==> config.mk <==
export PLATFORM = sky130hd
export DESIGN_NAME = intersection_phase_scheduler
export DESIGN_NICKNAME = d
export VERILOG_FILES = /design/src/rtl/intersection_phase_scheduler.sv
export SDC_FILE = /design/constraint.sdc
export NUM_CORES = 1
export LEC_CHECK = 0
export CORE_MARGIN = 1
export CORE_UTILIZATION = 50
export DETAILED_ROUTE_END_ITERATION = 16
export DONT_BUFFER_PORTS = 1
export GPL_TIMING_DRIVEN = 1
export PLACE_DENSITY = 0.68
export SYNTH_ARGS = -nofsm -noshare
export SYNTH_HDL_FRONTEND = slang
export SYNTH_SLANG_ARGS = --single-unit
==> constraint.sdc <==
create_clock -name clk -period 2.3 [get_ports clk]
set_input_delay 0.46 -clock clk [delete_from_list [all_inputs] [get_ports clk]]
set_output_delay 0.46 -clock clk [all_outputs]
set_load 0.01 [all_outputs]
==> src/rtl/intersection_phase_scheduler.sv <==
// -----------------------------------------------------------------------------
// intersection_phase_scheduler
//
// Purpose:
//   Green-time scheduler for a four-approach intersection. Vehicle requests
//   are latched per approach, and right-of-way is granted round-robin. Every
//   handover passes through a yellow phase and then an all-red clearance
//   phase. Approach 0 is the home (main-road) approach and keeps green while
//   nobody else is waiting. An emergency preempt can cut a green short, which
//   ignores the minimum green, and it can hold a green indefinitely. All
//   phase timing is counted in tick pulses of 1 Hz.
//
// Parameters:
//   T_MIN_GREEN  minimum green, in ticks, before a normal handover
//   T_MAX_GREEN  green length, in ticks, after which handover is forced
//   T_YELLOW     yellow length in ticks (>= 1)
//   T_ALL_RED    all-red clearance length in ticks (>= 1)
//   CNT_W        phase timer width (must hold T_MAX_GREEN)
//
// Ports:
//   clk          system clock
//   rst          asynchronous, active-high reset
//   tick         one-clk pulse per second; the timer advances only on tick
//   req[3:0]     vehicle detector level per approach
//   emerg_valid  emergency preempt active (level)
//   emerg_id     approach requested by the emergency vehicle
//   green[3:0]   registered green lamps
//   yellow[3:0]  registered yellow lamps
//   red[3:0]     registered red lamps
//   cur_app      approach that owns right-of-way (green, or yellow while ending)
//   served[3:0]  one-clk pulse in the cycle an approach's green turns on
// -----------------------------------------------------------------------------
module intersection_phase_scheduler #(
    parameter int T_MIN_GREEN = 10,
    parameter int T_MAX_GREEN = 60,
    parameter int T_YELLOW    = 5,
    parameter int T_ALL_RED   = 2,
    parameter int CNT_W       = 7
) (
    input  logic             clk,
    input  logic             rst,
    input  logic             tick,
    input  logic [3:0]       req,
    input  logic             emerg_valid,
    input  logic [1:0]       emerg_id,
    output logic [3:0]       green,
    output logic [3:0]       yellow,
    output logic [3:0]       red,
    output logic [1:0]       cur_app,
    output logic [3:0]       served
);

    typedef enum logic [1:0] {
        ST_GREEN  = 2'd0,
        ST_YELLOW = 2'd1,
        ST_ALLRED = 2'd2
    } state_t;

    // Timer thresholds sized to the timer so that comparisons are width-exact.
    localparam logic [CNT_W-1:0] L_MIN_GREEN = CNT_W'(T_MIN_GREEN);
    localparam logic [CNT_W-1:0] L_MAX_GREEN = CNT_W'(T_MAX_GREEN);
    localparam logic [CNT_W-1:0] L_YEL_LAST  = CNT_W'(T_YELLOW - 1);
    localparam logic [CNT_W-1:0] L_AR_LAST   = CNT_W'(T_ALL_RED - 1);

    function automatic logic [3:0] f_onehot(input logic [1:0] a);
        return 4'b0001 << a;
    endfunction

    // -------------------------------------------------------------------------
    // State
    // -------------------------------------------------------------------------
    state_t             r_state;
    logic [1:0]         r_cur;
    logic [CNT_W-1:0]   r_timer;
    logic [3:0]         r_pend;
    logic [3:0]         r_green;
    logic [3:0]         r_yellow;
    logic [3:0]         r_red;
    logic [3:0]         r_served;

    // -------------------------------------------------------------------------
    // Combinational decode
    // -------------------------------------------------------------------------
    state_t             w_state_nxt;
    logic [1:0]         w_cur_nxt;
    logic [CNT_W-1:0]   w_timer_nxt;
    logic [3:0]         w_pend_nxt;
    logic [3:0]         w_green_nxt;
    logic [3:0]         w_yellow_nxt;
    logic [3:0]         w_red_nxt;
    logic [3:0]         w_served_nxt;

    logic               w_others;
    logic               w_emerg_cur;
    logic               w_emerg_other;
    logic               w_go_yellow;
    logic               w_grant;
    logic [1:0]         w_next_app;
    logic [1:0]         w_rr_app;
    logic               w_rr_found;
    logic [1:0]         w_rr_idx;
    logic [3:0]         w_pend_set;
    logic [3:0]         w_pend_clr;

    // Someone other than the current owner is waiting.
    assign w_others      = |(r_pend & ~f_onehot(r_cur));
    assign w_emerg_cur   = emerg_valid && (emerg_id == r_cur);
    assign w_emerg_other = emerg_valid && (emerg_id != r_cur);

    // Handover out of green: emergency elsewhere ignores minimum green; an
    // emergency for the owner suppresses both gap-out and max-out.
    assign w_go_yellow = w_emerg_other ||
                         (!w_emerg_cur && w_others &&
                          (((r_timer >= L_MIN_GREEN) && !req[r_cur]) ||
                           (r_timer >= L_MAX_GREEN)));

    // Round-robin search starting just after the current owner; the 2-bit
    // index wraps modulo 4 by construction.
    always_comb begin
        w_rr_app   = 2'd0;
        w_rr_found = 1'b0;
        w_rr_idx   = 2'd0;
        for (int k = 1; k < 4; k++) begin
            w_rr_idx = r_cur + 2'(k);
            if (!w_rr_found && r_pend[w_rr_idx]) begin
                w_rr_app   = w_rr_idx;
                w_rr_found = 1'b1;
            end
        end
    end

    // Emergency target first, then round-robin, else fall back to home.
    always_comb begin
        w_next_app = 2'd0;
        if (emerg_valid) begin
            w_next_app = emerg_id;
        end else if (w_rr_found) begin
            w_next_app = w_rr_app;
        end
    end

    // Next-state and next-output logic.
    always_comb begin
        w_state_nxt = r_state;
        w_cur_nxt   = r_cur;
        w_grant     = 1'b0;

        case (r_state)
            ST_GREEN: begin
                if (w_go_yellow) begin
                    w_state_nxt = ST_YELLOW;
                end
            end
            ST_YELLOW: begin
                // Emergencies do not shorten yellow.
                if (tick && (r_timer == L_YEL_LAST)) begin
                    w_state_nxt = ST_ALLRED;
                end
            end
            ST_ALLRED: begin
                if (tick && (r_timer == L_AR_LAST)) begin
                    w_state_nxt = ST_GREEN;
                    w_cur_nxt   = w_next_app;
                    w_grant     = 1'b1;
                end
            end
            default: begin
                w_state_nxt = ST_GREEN;
            end
        endcase

        // Timer restarts on every state entry and saturates at max green.
        w_timer_nxt = r_timer;
        if (w_state_nxt != r_state) begin
            w_timer_nxt = '0;
        end else if (tick && (r_timer < L_MAX_GREEN)) begin
            w_timer_nxt = r_timer + CNT_W'(1);
        end

        // The green owner does not latch its own request; the approach
        // entering green has its request cleared, and clear wins over set.
        w_pend_set = req & ((r_state == ST_GREEN) ? ~f_onehot(r_cur) : 4'b1111);
        w_pend_clr = w_grant ? f_onehot(w_cur_nxt) : 4'b0000;
        w_pend_nxt = (r_pend | w_pend_set) & ~w_pend_clr;

        // Lamps are decoded from the next state so they change on the same
        // edge as the FSM.
        w_green_nxt  = (w_state_nxt == ST_GREEN)  ? f_onehot(w_cur_nxt) : 4'b0000;
        w_yellow_nxt = (w_state_nxt == ST_YELLOW) ? f_onehot(w_cur_nxt) : 4'b0000;
        w_red_nxt    = ~(w_green_nxt | w_yellow_nxt);
        w_served_nxt = w_grant ? f_onehot(w_cur_nxt) : 4'b0000;
    end

    // -------------------------------------------------------------------------
    // Registers
    // -------------------------------------------------------------------------
    always_ff @(posedge clk or posedge rst) begin
        if (rst) begin
            r_state  <= ST_GREEN;
            r_cur    <= 2'd0;
            r_timer  <= '0;
            r_pend   <= 4'b0000;
            r_green  <= 4'b0001;
            r_yellow <= 4'b0000;
            r_red    <= 4'b1110;
            r_served <= 4'b0000;
        end else begin
            r_state  <= w_state_nxt;
            r_cur    <= w_cur_nxt;
            r_timer  <= w_timer_nxt;
            r_pend   <= w_pend_nxt;
            r_green  <= w_green_nxt;
            r_yellow <= w_yellow_nxt;
            r_red    <= w_red_nxt;
            r_served <= w_served_nxt;
        end
    end

    assign green   = r_green;
    assign yellow  = r_yellow;
    assign red     = r_red;
    assign cur_app = r_cur;
    assign served  = r_served;

endmodule

; ---- Word level (Yosys, flattened, before mapping)
; Index checks and enable logic that the tools add are counted.
[word_totals]
regBits = 31
inputBits = 10
out_inout_bits = 18
word_cells = 87
[op_classes]
add_sub_neg = 4
magnitude_cmp = 7
eq_ne = 8
shift = 2
n_mux = 30
bitwise = 8
reduce_logical = 20
[op_table]
columns = op, n
row1 = $mux W2, 10
row2 = $mux W4, 4
row3 = $mux W7, 2
row4 = $and A4 B4 Y4, 3
row5 = $lt A2 B3 Y1 const B, 4
row6 = $not A4 Y4, 3
row7 = $logic_and A1 B1 Y1, 10
row8 = $mux W1, 9
row9 = $bmux W1 S2, 4
row10 = $or A4 B4 Y4, 2
row11 = $shl A1 B2 Y4 const A, 2
row12 = $add A7 B1 Y7 const B, 1
row13 = $eq A7 B1 Y1 const B, 1
row14 = $eq A7 B3 Y1 const B, 1
row15 = $ge A7 B4 Y1 const B, 1
row16 = $ge A7 B6 Y1 const B, 1
row17 = $lt A7 B6 Y1 const B, 1
row18 = $pmux W2 S3, 1
row19 = $add A2 B2 Y2 const B, 2
row20 = $eq A2 B1 Y1 const B, 2
row21 = $logic_not A1 Y1, 4
row22 = $logic_not A2 Y1, 2
row23 = $ne A2 B2 Y1, 2
row24 = $reduce_or A4 Y1, 1
row25 = 5 further kinds, 6

; ---- Depth between registers and ports, before layout
; Gate-level depths: netlist of the first run.
[depth]
ltp_word = 18
ltp_mapped = 10
depth_no_buf = 8

; ---- Worst setup path after synthesis of the first run
; No wires, ideal clock.
[synth_timing]
path_kind = register to register
from = register r_cur[0] (netlist: cur_app[0])
to = register r_red[1] (netlist: red[1])
setup_ns = 0.088
arrival_ns = 2.543
t_required_ns = 2.212
slack_ns = -0.331
path_stages_with_launch = 10
path_buffers = 2
period_less_slack_ns = 2.631
cell_sequence = dfrtp_1 buf_2 inv_1 ha_1 mux2_2 o41ai_1 a211oi_1 or2_1 buf_6 or3_1
[synth_via]
elab_chain_cells = 18
elab_cells_between_ends = 49
cone_classes = add/sub (3) / eq/ne (3) / shift (2) / mux (22) / bitwise (4) / reduce/logical (15)
[synth_rtl]
columns = item, line_no
row1 = "start, declared", 73  ; logic [1:0] r_cur;
row2 = "start signal, assigned", 209  ; r_cur <= w_cur_nxt;
row3 = $add A2 B1 Y2, 124  ; w_rr_idx = r_cur + 2'(k);
row4 = $bmux W1 S2, 125  ; if (!w_rr_found && r_pend[w_rr_idx]) begin
row5 = $mux W1 (not written as such), 125
row6 = $mux W1, 125
row7 = $logic_not A1 Y1, 125
row8 = $logic_and A1 B1 Y1, 125
row9 = $mux W1, 125
row10 = $logic_not A1 Y1, 125
row11 = (+3 left out), -
row12 = $mux W2, 135  ; if (emerg_valid) begin
row13 = $mux W2, 161  ; if (tick && (r_timer == L_AR_LAST)) begin
row14 = $mux W2, 148  ; case (r_state)
row15 = $shl A1 B2 Y4, 66  ; return 4'b0001 << a;
row16 = "$mux W4, on equally long branches", "188, 189"
row17 = $or A4 B4 Y4 (*), 190  ; w_red_nxt = ~(w_green_nxt | w_yellow_nxt);
row18 = $not A4 Y4 (*), 190
row19 = via w_red_nxt[1], 90  ; logic [3:0] w_red_nxt;
row20 = "end signal, assigned", 214  ; r_red <= w_red_nxt;
row21 = "end, declared", 78  ; logic [3:0] r_red;
; Mark *: on every way through the listed nets, which the timed path passes. The rest lies on a longest branch. The select of a mux whose other input is x is not followed.
; A chain may end at the register's enable or synchronous reset.

; ---- Worst setup path after layout of the first run
; Same ends and word-level chain as after synthesis.

==> results of run 1 <==
cells in the final DEF, fill, tap and decap left out, drive strengths merged, types with 3 or more instances in the layout:
| cell | n |
|---|---|
| ha | 8 |
| clkbuf | 6 |
| xnor2 | 3 |
| nor2 | 13 |
| a21oi | 19 |
| nor3 | 3 |
| inv | 11 |
| nand2 | 9 |
| nand4 | 4 |
| nor4 | 3 |
| and3 | 3 |
| buf | 14 |
| mux2 | 4 |
| nor2b | 3 |
| o21ai | 3 |
| dfrtp | 27 |
| xor2 | 3 |
| dfstp | 4 |
| nor4b | 4 |
cell families (layout without fill, tap and decap cells):
logic type                 after synthesis  count (layout)  share of synthesized area (%)
adders and majority gates                8               8                           5.82
and+or+nand+nor                         56              56                           20.6
muxes                                    7               7                           5.31
DFF                                     31              31                           45.4
AOI/OAI and AO/OA                       37              37                           14.0
buffers and inverters                   19              33                           5.89
xor gates and xnor gates                 6               6                           3.06
layer usage:
| metal | share of wire (%) | GRT usage, % | vias to the layer above | wire length [µm] |
|---|---|---|---|---|
| li1 | - | - | 616 | - |
| met1 | 45 | 33.5 | 634 | 1710 |
| met2 | 48 | 34.4 | 38 | 1830 |
| met3 | 5.6 | 6.40 | 4 | 213 |
| met4 | 0.69 | 7.79 | 0 | 26 |
| met5 | 0 | 0 | - | 0 |
metrics by stage:
stage	setup WS [ps]	util, %
2_1_floorplan	15.8	-
3_3_place_gp	74.1	58.2
3_5_place_dp	36.4	58.2
4_1_cts	10.3	60.9
5_1_grt	12.2	62.5
6_report	129	62.5
worst max-delay path, cell delays in order, from the launching register on:
cell      delay (ps)
dfrtp_1          410
inv_4             70
ha_4             300
mux2_4           310
o41ai_4          230
a211oi_2         100
or2_4            300
or3_1            370
state kept, by name (all words and copies together) (netlist names):
register	count
r_timer	7
green	4
r_pend	4
red	4
served	4
yellow	4
cur_app	2
r_state	2
worst max-delay path by stage:
stage                     startpoint      to  cells past startpoint
final                     cur_app[0]  red[1]                      7
after CTS                 r_timer[1]  red[0]                      8
after floorplan           cur_app[0]  red[1]                      9
after global placement    r_timer[1]  red[0]                      8
after global routing      cur_app[0]  red[0]                      7
after detailed placement  r_timer[1]  red[0]                      8
power by group:
part           leakage (nW)  switching (W)  internal, W
Sequential            0.387      0.0000654     0.000630
Combinational         0.445       0.000355     0.000272
Clock                0.0482       0.000191     0.000257
Total                 0.881       0.000611      0.00116
cell type report:
| class | instances | area [µm²] | share of cell area, % |
|---|---|---|---|
| repair buffers | 14 | 109 | 5.52 |
| well taps | 44 | 55.1 | 2.79 |
| inverters | 11 | 46.3 | 2.35 |
| clock inverters | 2 | 35.0 | 1.78 |
| multi-input cells | 114 | 893 | 45.3 |
| clock buffers | 6 | 51.3 | 2.60 |
| flip-flops and latches | 31 | 781 | 39.6 |
Yosys cell counts (3+ instances only):
library cell  count  share of area (%)
a21oi_1          19                5.5
clkbuf_1          3               0.65
nor2_1           13                2.8
and3_1            3                1.1
xnor2_1           3                1.5
inv_1            10                2.2
nor4b_2           3                2.6
nor4_1            3                1.1
nand4_1           3                1.1
ha_1              8                5.8
nand2_1           9                2.0
nor3_1            3               0.87
dfstp_2           4                6.1
dfrtp_1          27                 39
xor2_1            3                1.5
buf_6             3                2.0
nor2b_1           3                1.1
timing repair:
action                                  in CTS  in global routing
endpoints found under the setup margin       0                 13
buffers inserted                             0                  2
gates resized for setup                      0                  6
==> results.toml, run 1 <==
[clock_network]
clkSinkCount = 31
cts_tree = "done"
clockBufferDepth = 2
hold_buffers = 0
cts_buffers = 5
cts-root-buf = "clkbuf_4"
clkLatencyLatePin_ps = 330
path_clk_slew_ps = 110
htreeDepth = 2

[setup_path]
cp.arrival_ps = 2420
critPathKind = "reg2reg"
end_kind = "register"
crit_fanout = 7
regToRegSetupSlack_ps = 130
r2r_cells = 7
worstSetupStartpointType = "register"
r2r_start = "cur_app[0]"
cp.required_ps = 2550
reg2reg_to = "red[1]"

[global_routing]
track_usage_pct = 23.4
grt_overflow = 0
grt_pass1_wl_mm = 6.13
grt_max_degree = 32
antenna_found_initial = 0
grt_pass1_vias = 1234

[outcome]
status = "complete, no violations"

[floorplanning]
rows = 20
die_w_um = 60.7
die_area_um2 = 3680
core_area_um2 = 3150
start_util_pct = 54.6
die_h_um = 60.7
io_pins = 28

[sta]
timing.final.hold_violations = 0
slew_headroom_pct = 65.9
min_period_over_period_pct = 94.4
worstMarginPinSlew_ps = 508
timing.hold.ws_ps = 80.8
period_needed_ps = 2170
drv_slew = 0
setup-tns-final_ps = 0
skew_ps = 16.7
finalSetupViolCount = 0
fmax_mhz = 461
rsz0062_at_grt = "false"

[cells_and_area]
finalInstanceArea_um2 = 1970
fillers = 274
drive_above_1_share_pct = 26.4
finalNonFillerCells = 222
fin_nets = 195
areaGrowthSynthToFinish_pct = 14.5
num_antenna_cells = 0

[synth]
ys_seq_elements = 31
synth_ff_type = "dfrtp_1"
synth_edf_count = 0
async_flop_share_pct = 100
syn_area_per_cell_um2 = 10.5
synthCells = 164
ys_seq_area_share_pct = 45.4
syn_nets = 182
post_synth_num_cell_types = 53
yosysWarnings = 0
netlist_area_um2 = 1720

[drt]
wl_mm = 3.78
drtPass1Iterations = 4
first_iter_violations = 65
vias_per_cell = 5.82
route.detailed.drc = 0
wire_per_inst_um = 17.0
vias = 1292
ant_nets = 0

[power]
vdd_ir_drop_max_uv = 582
p_leak_nw = 0.881
pwr_density_cell_nw_per_um2 = 899
finalPower_w = 0.00177

[place]
gp_routability_congestion = 0.882
hpwl_mm = 2.68
placed_area_um2 = 1830
dp.cells = 212
io_buffers = 0

[run]
drv_cap = 0

[min_path]
hp-class = "in2async"
(Power assumes the default switching activity.)
==> run 2, diff against run 1 <==
PLACE_DENSITY = 0.65   (was 0.68)
clock period = 2.75 ns   (was 2.3 ns; I/O delays follow)
==> results.toml, run 2 (synthesis gave the netlist of run 1 again) <==
[outcome]
status = "complete, no violations"

[setup_path]
cp.required_ps = 2970
crit_fanout = 9
reg2reg_to = "red[0]"
critPathKind = "reg2reg"
r2r_start = "r_timer[1]"
r2r_cells = 9
end_kind = "register"
worstSetupStartpointType = "register"
cp.arrival_ps = 2730
regToRegSetupSlack_ps = 240

[drt]
vias_per_cell = 5.80
vias = 1236
wire_per_inst_um = 17.3
route.detailed.drc = 0
first_iter_violations = 50
ant_nets = 0
wl_mm = 3.68
drtPass1Iterations = 4

[clock_network]
clkSinkCount = 31
clkLatencyLatePin_ps = 340
htreeDepth = 2
hold_buffers = 0
cts_tree = "done"
clockBufferDepth = 2
path_clk_slew_ps = 90
cts-root-buf = "clkbuf_4"
cts_buffers = 5

[floorplanning]
die_h_um = 60.7
die_w_um = 60.7
start_util_pct = 54.6
die_area_um2 = 3680
io_pins = 28
rows = 20
core_area_um2 = 3150

[sta]
worstMarginPinSlew_ps = 896
setup_slack_ps = 237
period_needed_ps = 2510
rsz0062_at_grt = "false"
timing.final.hold_violations = 0
min_period_over_period_pct = 91.4
finalSetupViolCount = 0
slew_headroom_pct = 39.9
skew_ps = 10.5
fmax_mhz = 398
drv_slew = 0
setup-tns-final_ps = 0
timing.hold.ws_ps = 177

[run]
drv_cap = 0

[cells_and_area]
areaGrowthSynthToFinish_pct = 5.67
final_cell_mix = "dfrtp_1, a21oi_1, nor2_1"
largest-register = "r_timer"
finalNonFillerCells = 213
fin_nets = 186
drive_above_1_share_pct = 17.8
largest_register_ffs = 7
final_common_cell = "dfrtp_1"
fillers = 295
num_antenna_cells = 0

[global_routing]
grt_pass1_wl_mm = 6.15
grt_pass1_vias = 1287
track_usage_pct = 23.3
grt_overflow = 0
grt_max_degree = 19
antenna_found_initial = 0

[power]
p_leak_nw = 0.805
vdd_ir_drop_max_uv = 338
pwr_density_cell_nw_per_um2 = 717

[place]
io_buffers = 0
dp.cells = 205
pre_cts_ws_ps = 174
hpwl_mm = 2.65
gp_routability_congestion = 0.863

[min_path]
hp-class = "in2async"
[run 2: metrics by stage]
| stage | util [%] | cell area (µm²) | total power, W |
|---|---|---|---|
| after floorplan | - | 1720 | 0.000938 |
| after global placement | 55.7 | 1760 | 0.00101 |
| after detailed placement | 55.7 | 1760 | 0.00103 |
| after CTS | 57.6 | 1820 | 0.00131 |
| after global routing | 57.7 | 1820 | 0.00139 |
| final | 57.7 | 1820 | 0.00130 |
[run 2: metal layers]
metal	vias up	global-route usage (%)	part of all wire, %
met5	-	0	0
met3	6	7.25	4.6
li1	598	-	-
met2	32	38.9	50
met1	600	28.3	44
met4	0	8.77	1.7
[run 2: how the worst max path moves through the flow]
stage | start | slack (ps) | depth (start not counted) | to
floorplan | cur_app[0] | 120 | 9 | red[1]
detailed placement | r_timer[1] | 170 | 9 | red[0]
finish | r_timer[1] | 240 | 9 | red[0]
CTS | r_timer[1] | 140 | 9 | red[0]
global placement | r_timer[1] | 290 | 9 | red[0]
global route | r_timer[1] | 10 | 9 | red[0]
[run 2: layout make-up]
class | count | area [µm²] | area share, %
multi-input cells | 114 | 841 | 46.2
clock inverters | 1 | 5.00 | 0.275
flip-flops and latches | 31 | 781 | 42.9
inverters | 11 | 43.8 | 2.41
clock buffers | 7 | 55.1 | 3.03
well taps | 44 | 55.1 | 3.03
repair buffers | 5 | 37.5 | 2.06
[run 2: report_power, final]
group          total [W]  switching [W]  internal (W)
clock network   0.000273       0.000150      0.000124
registers       0.000602      0.0000748      0.000527
logic           0.000428       0.000255      0.000173
total            0.00130       0.000480      0.000823
[run 2: critical path: stages (launching register included)]
cell and delay (ps):
dfrtp_1 450, inv_1 140, ha_1 170, nor4b_4 250, nand4_2 220, a211oi_1 360, or2_4 230, buf_4 150
inv_4 60, or3_1 370
[run 2: timing repair]
item                                    4_1_cts  5_1_grt
endpoints found under the setup margin        0        3
buffers inserted                              0        0
hold endpoints to repair                      0        0
gates resized for setup                       0        1
